===== src/rtl/raster_timing_ctrl.sv =====
// Raster timing generator: chained horizontal/vertical counters with phase
// decode, gated by a run/busy frame handshake so only whole frames are emitted.
module raster_timing_ctrl #(
  parameter int H_ACTIVE = 640,
  parameter int H_FRONT  = 16,
  parameter int H_SYNC   = 96,
  parameter int H_BACK   = 48,
  parameter int V_ACTIVE = 480,
  parameter int V_FRONT  = 10,
  parameter int V_SYNC   = 2,
  parameter int V_BACK   = 33,
  parameter bit SYNC_POL = 1'b0
) (
  input  logic                        clk,
  input  logic                        rst,
  input  logic                        pix_en,
  input  logic                        run,
  output logic                        busy,
  output logic                        hsync,
  output logic                        vsync,
  output logic                        de,
  output logic [$clog2(H_ACTIVE)-1:0] x,
  output logic [$clog2(V_ACTIVE)-1:0] y,
  output logic                        line_start,
  output logic                        frame_start,
  output logic                        frame_done,
  output logic                        dbg_state
);

  localparam int H_TOTAL = H_ACTIVE + H_FRONT + H_SYNC + H_BACK;
  localparam int V_TOTAL = V_ACTIVE + V_FRONT + V_SYNC + V_BACK;
  localparam int HW = $clog2(H_TOTAL);
  localparam int VW = $clog2(V_TOTAL);
  localparam int XW = $clog2(H_ACTIVE);
  localparam int YW = $clog2(V_ACTIVE);

  localparam logic [HW-1:0] H_LAST    = HW'(H_TOTAL - 1);
  localparam logic [HW-1:0] H_ACT_END = HW'(H_ACTIVE);
  localparam logic [HW-1:0] H_SYNC_LO = HW'(H_ACTIVE + H_FRONT);
  localparam logic [HW-1:0] H_SYNC_HI = HW'(H_ACTIVE + H_FRONT + H_SYNC);
  localparam logic [VW-1:0] V_LAST    = VW'(V_TOTAL - 1);
  localparam logic [VW-1:0] V_ACT_END = VW'(V_ACTIVE);
  localparam logic [VW-1:0] V_SYNC_LO = VW'(V_ACTIVE + V_FRONT);
  localparam logic [VW-1:0] V_SYNC_HI = VW'(V_ACTIVE + V_FRONT + V_SYNC);

  typedef enum logic {ST_IDLE = 1'b0, ST_RUN = 1'b1} state_t;

  state_t        state_q, state_d;
  logic [HW-1:0] h_q, h_d;
  logic [VW-1:0] v_q, v_d;
  logic          running;
  logic          frame_end;

  // Handshake: run is a level request sampled only in IDLE and at the last
  // tick of a frame; busy stays high from the first RUN cycle until the frame
  // in flight has consumed its final tick, so a dropped run never truncates.
  assign running   = (state_q == ST_RUN);
  assign frame_end = running && pix_en && (h_q == H_LAST) && (v_q == V_LAST);

  always_ff @(posedge clk) begin
    if (rst) begin
      state_q <= ST_IDLE;
      h_q     <= '0;
      v_q     <= '0;
    end else begin
      state_q <= state_d;
      h_q     <= h_d;
      v_q     <= v_d;
    end
  end

  always_comb begin
    state_d = state_q;
    h_d     = h_q;
    v_d     = v_q;
    case (state_q)
      ST_IDLE: begin
        // A pix_en coinciding with the start request is not counted.
        h_d = '0;
        v_d = '0;
        if (run) state_d = ST_RUN;
      end
      ST_RUN: begin
        if (pix_en) begin
          if (h_q == H_LAST) begin
            h_d = '0;
            if (v_q == V_LAST) begin
              v_d = '0;
              if (!run) state_d = ST_IDLE;
            end else begin
              v_d = v_q + 1'b1;
            end
          end else begin
            h_d = h_q + 1'b1;
          end
        end
      end
      default: begin
        state_d = ST_IDLE;
        h_d     = '0;
        v_d     = '0;
      end
    endcase
  end

  assign busy        = running;
  assign dbg_state   = state_q;
  assign hsync       = (running && (h_q >= H_SYNC_LO) && (h_q < H_SYNC_HI)) ? SYNC_POL : ~SYNC_POL;
  assign vsync       = (running && (v_q >= V_SYNC_LO) && (v_q < V_SYNC_HI)) ? SYNC_POL : ~SYNC_POL;
  assign de          = running && (h_q < H_ACT_END) && (v_q < V_ACT_END);
  assign x           = de ? h_q[XW-1:0] : '0;
  assign y           = de ? v_q[YW-1:0] : '0;
  assign line_start  = running && pix_en && (h_q == '0);
  assign frame_start = running && pix_en && (h_q == '0) && (v_q == '0);
  assign frame_done  = frame_end;

endmodule

===== config.mk =====
export PLATFORM = sky130hd
export DESIGN_NAME = raster_timing_ctrl
export DESIGN_NICKNAME = d
export VERILOG_FILES = /design/src/rtl/raster_timing_ctrl.sv
export SDC_FILE = /design/constraint.sdc
export NUM_CORES = 1
export LEC_CHECK = 0
export CAP_MARGIN = 10
export CORE_ASPECT_RATIO = 1.75
export CORE_UTILIZATION = 45
export CTS_CLUSTER_DIAMETER = 30
export DETAILED_ROUTE_END_ITERATION = 8
export PLACE_DENSITY_LB_ADDON = 0.15
export SETUP_SLACK_MARGIN = 0.02
export SLEW_MARGIN = 20
export SYNTH_ARGS = -nofsm -noshare
export SYNTH_HDL_FRONTEND = slang
export SYNTH_SLANG_ARGS = --single-unit

===== constraint.sdc =====
create_clock -name clk -period 1.7 [get_ports clk]
set_clock_uncertainty 0.2 [all_clocks]
set_input_delay 0.17 -clock clk [delete_from_list [all_inputs] [get_ports clk]]
set_output_delay 0.17 -clock clk [all_outputs]
set_load 0.005 [all_outputs]

Yosys cells after proc, flatten, opt, wreduce, memory -nomap -nowiden
Cells that the tools add are included.
{"block": "op_classes", "add_sub_neg": 2, "mul": 0, "n_div": 0, "order_cmp": 6, "n_eq_ne": 4, "shifts": 0, "muxes": 16, "n_bitwise": 1, "n_reduce_logical": 14}
{"op": "$mux 10", "n": 6}
{"op": "$pmux 10 s2", "n": 2}
{"op": "$add 10x1->10 const B", "n": 2}
{"op": "$eq 10x10->1 const B", "n": 2}
{"op": "$logic_not 10->1", "n": 2}
{"op": "$lt 10x10->1 const B", "n": 2}
{"op": "$lt 10x9->1 const B", "n": 2}
{"op": "$logic_and 1x1->1", "n": 11}
{"op": "$ge 10x10->1 const B", "n": 1}
{"op": "$ge 10x9->1 const B", "n": 1}
{"op": "$mux 9", "n": 1}
{"op": "$mux 1", "n": 6}
{"op": "$ne 2x1->1 const B", "n": 1}
{"op": "$ne 2x2->1 const B", "n": 1}
{"op": "$pmux 1 s2", "n": 1}
{"op": "$reduce_and 2->1", "n": 1}
{"op": "$not 1->1", "n": 1}
{"block": "word_totals", "ff_bits": 21, "latchBits": 0, "mem_bits_rw": 0, "mem_bits_ro": 0, "in_bits": 4, "wordCells": 46, "memories": 0}

Depth between registers and ports, before layout
Gate-level depths: netlist of run 1.
{"block": "depth", "depth_word": 5, "mapped_depth": 7}

Worst setup path after synthesis of run 1
OpenSTA, ideal clock, no wires.
{"block": "synth_timing", "kind": "register to output", "start": "reg h_q[7]", "end": "out frame_start", "t_arrival_ps": 1446, "slack_ps": -116, "stages_incl_launch_ff": 6, "cell_sequence": "dfxtp_1 > buf_4 > nor4_1 > nand4_1 > nor4b_1 > and4_1"}
{"block": "synth_between", "elab_chain_len": 3}
{"element": "start: declaration", "line": "49", "text": "logic [HW-1:0] h_q, h_d;"}
{"element": "start signal: assignment", "line": "63", "text": "h_q <= '0;"}
{"element": "start signal: assignment", "line": "67", "text": "h_q <= h_d;"}
{"element": "$logic_not 10->1"}
{"element": "$logic_and 1x1->1"}
{"element": "named net line_start", "line": "24", "text": "output logic line_start,"}
{"element": "$logic_and 1x1->1", "line": "114", "text": "assign frame_start = running && pix_en && (h_q == '0) && (v_q == '0);"}
{"element": "end: declaration", "line": "25", "text": "output logic frame_start,"}
The timed path passes the listed nets, and every way through them passes these cells.

Worst setup path in the final report of run 1
{"block": "layout_timing", "start": "reg h_q[7]", "end": "out x[1]"}
{"block": "layout_between", "elab_chain_len": 4}
{"element": "$lt 10x10->1", "line": "110", "text": "assign de = running && (h_q < H_ACT_END) && (v_q < V_ACT_END);"}
{"element": "$logic_and 1x1->1 (2 in series)", "line": "110"}
{"element": "$mux 10", "line": "111", "text": "assign x = de ? h_q[XW-1:0] : '0;"}
{"element": "end: declaration", "line": "22", "text": "output logic [$clog2(H_ACTIVE)-1:0] x,"}
No other way between the ends.

==> reports/metrics.csv, run 1 <==
stage,metric,value,unit
logic_synthesis,count of state elements after synthesis,21,
setup_path,CP arrival,1.77,ns
routing,First-pass DRT Iterations,6,
grt,antenna violations before repair,0,
setup_path,CP max stage cell,dfxtp_2,
routing,Antenna Nets Post-Route,0,
grt,largest net degree at the start of global routing,13,
setup_path,CP endpoint kind,output port,
outcome,failing checks,"DRC, setup timing",
setup_path,critical path launch point type,flip-flop,
die,die outline width,44.24,um
cts,clock sinks,21,
logic_synthesis,"Primary FF master, synth",dfxtp_1,
timing,Rel. slew slack,0.7286,
logic_synthesis,sequential share of the synthesized area,0.2992,
logic_synthesis,Compound-Gate Fraction of Synth Area,0.1113,
setup_path,Worst R2R End,v_q[9],
placement,Placed Instances,286,
outcome,status,"finished, violations left",
finish,fin cells,311,
logic_synthesis,total nets after synthesis,191,
logic_synthesis,xor-xnor portion of the synthesized cell area,0.05610,
finish,Antenna Cells,0,
pwr,Pint,747.5,uW
timing,worst slew pin tran,0.4034,ns
grt,Total Routing Usage GR,0.3151,
routing,Detailed Route Iter0 Violations,102,
setup_path,Critical Path RT,1.33,ns
placement,IO buf count,30,
timing,RSZ-0062 raised after global routing,yes,
grt,vias in the first global route,1792,
finish,P&R area growth vs syn,85.93,%
timing,final setup vio count,42,
die,IO Pins,31,
cts,CTS max path bufs,2,
finish,register area,436.7,sq um
die,# rows,26,
logic_synthesis,Syn Inst Count,182,
logic_synthesis,Synth area leader,dfxtp_1,
pwr,Power Dens Cells,381.2,nW/um^2
cts,clk slew on worst S/H paths,0.08,ns
logic_synthesis,adder-cell share of the synthesized area,0.04452,
die,CORE AREA,2960,sq um
placement,DP Worst Slack,-0.5295,ns
logic_synthesis,share of Yosys cell area claimed by the top area cell type,0.2992,
finish,Final Util,0.8825,
timing,Final Hold Fails,0,
cts,CTS Hold Bufs,0,
logic_synthesis,number of flops mapped to enable cells by yosys,0,
min_path,Min-Delay Path Class,primary input to flip-flop,
logic_synthesis,post-synthesis mux area share,0.007124,
die,Die Area,3359,sq um
cts,TritonCTS clock tree,done,
routing,# DRC,2,
cts,# H-tree levels,1,
routing,WL final,6207,um
grt,first-pass GRT wire length,8079,um
logic_synthesis,most frequent cells after synthesis,"21 x and2_1, 21 x dfxtp_1, 17 x nand3_1",
logic_synthesis,average cell area after synthesis,7.720,sq um
routing,via count,1839,
setup_path,Slowest Stage Delay on Critical Path,0.34,ns
grt,total gr overflow,0,
finish,layout cells sized above 1,0.6357,
logic_synthesis,Simple-Gate Fraction of Synth Area,0.4221,
min_path,Hold Crit Depth,3,
pwr,Reg power frac,0.500,
pwr,NetSw,248.3,uW
setup_path,CP max FO,4,
logic_synthesis,Area contributors post-synth,"dfxtp_1 30%, and2_1 9.3%, nand3_1 6.1%",
cts,Root Buffer,clkbuf_8,
timing,fin crit share,1.260,
timing,final worst setup slack,-0.4419,ns
finish,area of the multi-input gates,1187,sq um
setup_path,"Cell Chain, Critical Path",buf_6 > o21ai_2 > nor4bb_4 > buf_4 > buf_6 > buf_6 > and2_4 > buf_6,
logic_synthesis,Ys Warns,0,
setup_path,worst reg2reg path depth,6,
pwr,Leak,0.001077,uW
setup_path,r2r startpoint,h_q[7],
setup_path,kind of critical path,flip-flop to output port,
finish,Layout Nets,279,
timing,Final min period,2.142,ns
pwr,clock power share,0.345,
pwr,switching share of total power,0.2494,
finish,layout filler cell count,148,
setup_path,crit-path most repeated cell,buf_6,
pwr,combinational power share,0.155,
min_path,Worst Hold Path EP,busy,
flow_run,max cap viols,0,
logic_synthesis,Async SR Flop Fraction,0,
cts,Worst-Skew Late Latency,0.27,ns
logic_synthesis,synthesized cell area,1405,sq um
routing,Via density,5.913,
min_path,hold path start,run,
die,Die Y,75.92,um
logic_synthesis,largest family of logic cells by synthesized area,simple AND/OR/NAND/NOR gates,
cts,CTS Buf Count,3,
die,initial core utilization,0.4746,
timing,Fmax achieved,466.9,MHz
timing,Pins Over Slew Limit,0,
logic_synthesis,Synth cell types,35,
pwr,Max VDD drop,744.4,uV
placement,hpwl dp,3403,um
placement,Placer Congestion,0.8754,
routing,Avg WL per Cell,19.96,um
setup_path,Reg2Reg Setup Slack,-0.36,ns
-- logic make-up after synthesis --
kind of cell	after synthesis
adder cells (fa/ha/maj)	5
AO/OA/AOI/OAI	27
flip-flops	21
AND/OR/NAND/NOR	100
buffers and inverters	19
XOR/XNOR	9
multiplexers	1
-- worst max-delay path, delay by kind of cell, from the launching register on --
kind	cells	cell delay, ns
AO/OA/AOI/OAI	1	0.13
buffers and inverters	5	0.58
AND/OR/NAND/NOR	2	0.45
flip-flops	1	0.34
-- power groups by stage --
stage	logic, uW	clock network (uW)	registers, uW
2_1_floorplan	38.9	0	509
3_3_place_gp	93.9	0	509
3_5_place_dp	97.2	0	509
4_1_cts	132	344	497
5_1_grt	162	353	498
6_report	155	344	498
-- cell usage in the layout (no fill, tap or decap), drive strengths merged, types with 3 or more instances in the layout --
cell           instances
xnor2                  4
nand3                 17
ha                     5
inv                    5
and4                   5
nor2                   8
nor4b                  3
nand2b                 5
nor3                   4
clkbuf                 5
buf                   91
xor2                   5
a31oi                  5
o21ai                  7
dfxtp                 21
nor4                   4
and2                  21
nand4                  7
and3                   5
nand2                 13
a21oi                 10
nor2b                  4
clkdlybuf4s50          5
-- how the worst max path moves through the flow --
stage	cells after the start	start	end	slack [ns]
after detailed placement	5	pix_en	frame_start	-0.53
after floorplan	6	h_q[5]	v_q[9]	-0.05
after CTS	7	v_q[6]	x[1]	-0.39
after global routing	8	h_q[7]	y[5]	-0.50
final	8	h_q[7]	x[1]	-0.44
after global placement	6	h_q[7]	x[8]	-0.51
-- final cells by class --
class	instances	share of cell area
clock buffers	4	0.01724
repair buffers	97	0.3338
inverters	5	0.007184
flip-flops and latches	21	0.1671
multi-input cells	142	0.4545
well taps	42	0.02011
-- metrics by stage --
stage / total power (uW) / setup TNS [ns] / hold slack [ns] / area, sq um
2_1_floorplan: 547.6 / -0.1046 / 0.03907 / 1426
4_1_cts: 973.4 / -8.742 / 0.2506 / 2372
3_5_place_dp: 606.0 / -15.84 / 0.3496 / 2056
6_report: 995.8 / -10.19 / 0.2662 / 2613
5_1_grt: 1013 / -12.33 / 0.2745 / 2613
3_3_place_gp: 602.8 / -15.07 / 0.3272 / 2056
-- routing by layer --
layer | GRT usage | wire, um | up-vias
li1 | - | - | 824
met4 | 0.1758 | 355 | 0
met1 | 0.2912 | 2057 | 887
met3 | 0.02143 | 282 | 37
met5 | 0 | 0 | -
met2 | 0.6132 | 3511 | 91
-- registers in the layout (all words and copies together), names as in the netlist --
signal  count
h_q        10
v_q        10
busy        1
-- what timing repair did --
action                                 4_1_cts  5_1_grt
resized for setup                          165       67
setup endpoints to repair                   45       48
pin swaps                                   33       26
gates cloned                                 1        0
buffers inserted                            22        5
endpoints found under the hold margin        0        0
No activity file was read; power rests on OpenSTA's default activity.
==> inputs of run 2 (changes only) <==
Settings changed: CORE_UTILIZATION 45 to 39, PLACE_DENSITY set to 0.67, PLACE_DENSITY_LB_ADDON 0.15 to not set.
==> reports/metrics.csv, run 2 (synthesis gave the netlist of run 1 again) <==
stage,metric,value,unit,change
outcome,status,"finished, violations left",,
outcome,failing checks,setup timing,,
finish,layout filler cell count,250,,+69%
finish,fin cells,311,,unchanged
die,CORE AREA,3398,sq um,+15%
setup_path,Top delay family on crit path,simple AND/OR/NAND/NOR gates,,
flow_run,max cap viols,0,,unchanged
setup_path,CP arrival,1.74,ns,-0.03 ns
setup_path,Slowest Stage Delay on Critical Path,0.34,ns,about the same
routing,WL final,5727,um,-7.7%
setup_path,CP max FO,3,,-1
finish,Antenna Cells,0,,unchanged
setup_path,crit-path most repeated cell,buf_6,,
routing,# DRC,0,,-2
routing,Antenna Nets Post-Route,0,,unchanged
timing,final setup vio count,43,,+2.4%
grt,first-pass GRT wire length,7859,um,-2.7%
placement,Placed Instances,292,,+2.1%
pwr,PnR Total Power,996.1,uW,about the same
die,Die Y,81.41,um,+7.2%
die,# rows,28,,+7.7%
cts,clock sinks,21,,unchanged
timing,Final TNS setup,-11.03,ns,-0.8378 ns
timing,Final min period,2.110,ns,-0.03232 ns
setup_path,kind of critical path,flip-flop to output port,,
cts,CTS Buf Count,3,,unchanged
finish,layout cells sized above 1,0.6165,,-0.01915
finish,area of the multi-input gates,1169,sq um,-1.6%
finish,"most common cell after layout, fill and taps aside",buf_4,,
die,die outline width,47.38,um,+7.1%
cts,CTS max path bufs,2,,unchanged
setup_path,critical path launch point type,flip-flop,,
routing,via count,1799,,-2.2%
timing,Pins Over Slew Limit,0,,unchanged
cts,Worst-Skew Late Latency,0.27,ns,about the same
timing,fin crit share,1.241,,-0.01901
timing,final worst setup slack,-0.4096,ns,+0.03232 ns
setup_path,Critical Path RT,1.33,ns,about the same
timing,Final Hold Fails,0,,unchanged
pwr,Power Dens Cells,383.8,nW/um^2,+0.70%
min_path,Min-Delay Path Class,primary input to flip-flop,,
grt,vias in the first global route,1717,,-4.2%
routing,Detailed Route Iter0 Violations,101,,-0.98%
routing,First-pass DRT Iterations,4,,-2
finish,"commonest cells after routing, fill and taps aside","41 x buf_4, 39 x buf_6, 18 x and2_4",,
finish,register area,445.4,sq um,+2.0%
cts,TritonCTS clock tree,done,,
die,Die Area,3857,sq um,+15%
setup_path,"Cell Chain, Critical Path",and4_4 > nor4bb_4 > buf_4 > buf_6 > buf_6 > and2_4 > buf_6,,
setup_path,CP max stage cell,nor4bb_4,,
placement,hpwl dp,3591,um,+5.5%
finish,Layout Nets,276,,-1.1%
grt,largest net degree at the start of global routing,13,,unchanged
finish,Final Util,0.7636,,-0.1189
timing,worst slew pin tran,0.3909,ns,-0.01252 ns
cts,# H-tree levels,1,,unchanged
finish,P&R area growth vs syn,84.68,%,
cts,clk slew on worst S/H paths,0.08,ns,about the same
die,initial core utilization,0.4135,,-0.06117
cts,CTS Hold Bufs,0,,unchanged
die,IO Pins,31,,unchanged
pwr,Leak,0.001074,uW,-0.31%
grt,antenna violations before repair,0,,unchanged
timing,Fmax achieved,474.0,MHz,+1.5%
placement,Placer Congestion,0.8961,,+2.4%
setup_path,CP endpoint kind,output port,,
setup_path,crit path buf inv count,4,,-1
routing,Via density,5.785,,-2.2%
grt,total gr overflow,0,,unchanged
timing,Rel. slew slack,0.7389,,+0.01029
placement,IO buf count,30,,unchanged
routing,Avg WL per Cell,18.41,um,-7.7%
pwr,Max VDD drop,457.3,uV,-39%
cts,Root Buffer,clkbuf_8,,
finish,fin area,2595,sq um,-0.67%
grt,Total Routing Usage GR,0.2871,,-0.02798
placement,Placed Area,2082,sq um,+1.3%
timing,RSZ-0062 raised after global routing,yes,,
## run 2: through the flow
step / hold slack (ns) / setup slack, ns
floorplan: 0.03907 / -0.04588
global placement: 0.3570 / -0.4946
detailed placement: 0.3624 / -0.5064
CTS: 0.2421 / -0.3717
global route: 0.2616 / -0.6589
finish: 0.2577 / -0.4096
## run 2: per-layer routing
metal  wire [um]  vias to the layer above  share of wire  GRT usage
li1            -                      815              -          -
met1        1782                      865           0.31     0.2703
met2        3248                       77           0.57     0.5315
met3         275                       42          0.048    0.04444
met4         421                        0          0.074     0.1743
met5           0                        -              0          0
## run 2: final timing paths
check                             from  endpoint  slack [ns]  depth (start not counted)
worst max register to register  h_q[7]    v_q[9]       -0.23                          8
worst min register to register  v_q[5]    v_q[5]        0.37                          2
worst max-delay path            v_q[8]      y[8]       -0.41                          7
worst min-delay path               run      busy        0.26                          3
## run 2: cell type report
class / instances / share of cell area
multi-input combinational: 142 / 0.4503
clock buffer: 3 / 0.01591
sequential: 21 / 0.1716
timing repair buffer: 94 / 0.3312
inverter: 5 / 0.007232
tap: 45 / 0.02170
clock inverter: 1 / 0.001929
## run 2: power breakdown
group	switching (uW)	internal [uW]	total (uW)
logic	68.0	84.7	153
registers	4.30	491	495
clock network	185	164	348
total	257	739	996
## run 2: worst reg2reg max path, delay by kind of cell (launching register included)
family	cells	cell delay, ns
flops	1	0.37
buf+inv	4	0.60
compound gates	2	0.17
simple gates	2	0.47
## run 2: what timing repair did
action                                  4_1_cts  5_1_grt
gates cloned                                  2        1
resized for setup                           165       67
hold endpoints to repair                      0        0
pin swaps                                    31       30
endpoints found under the setup margin       45       47
buffers inserted                             10        4
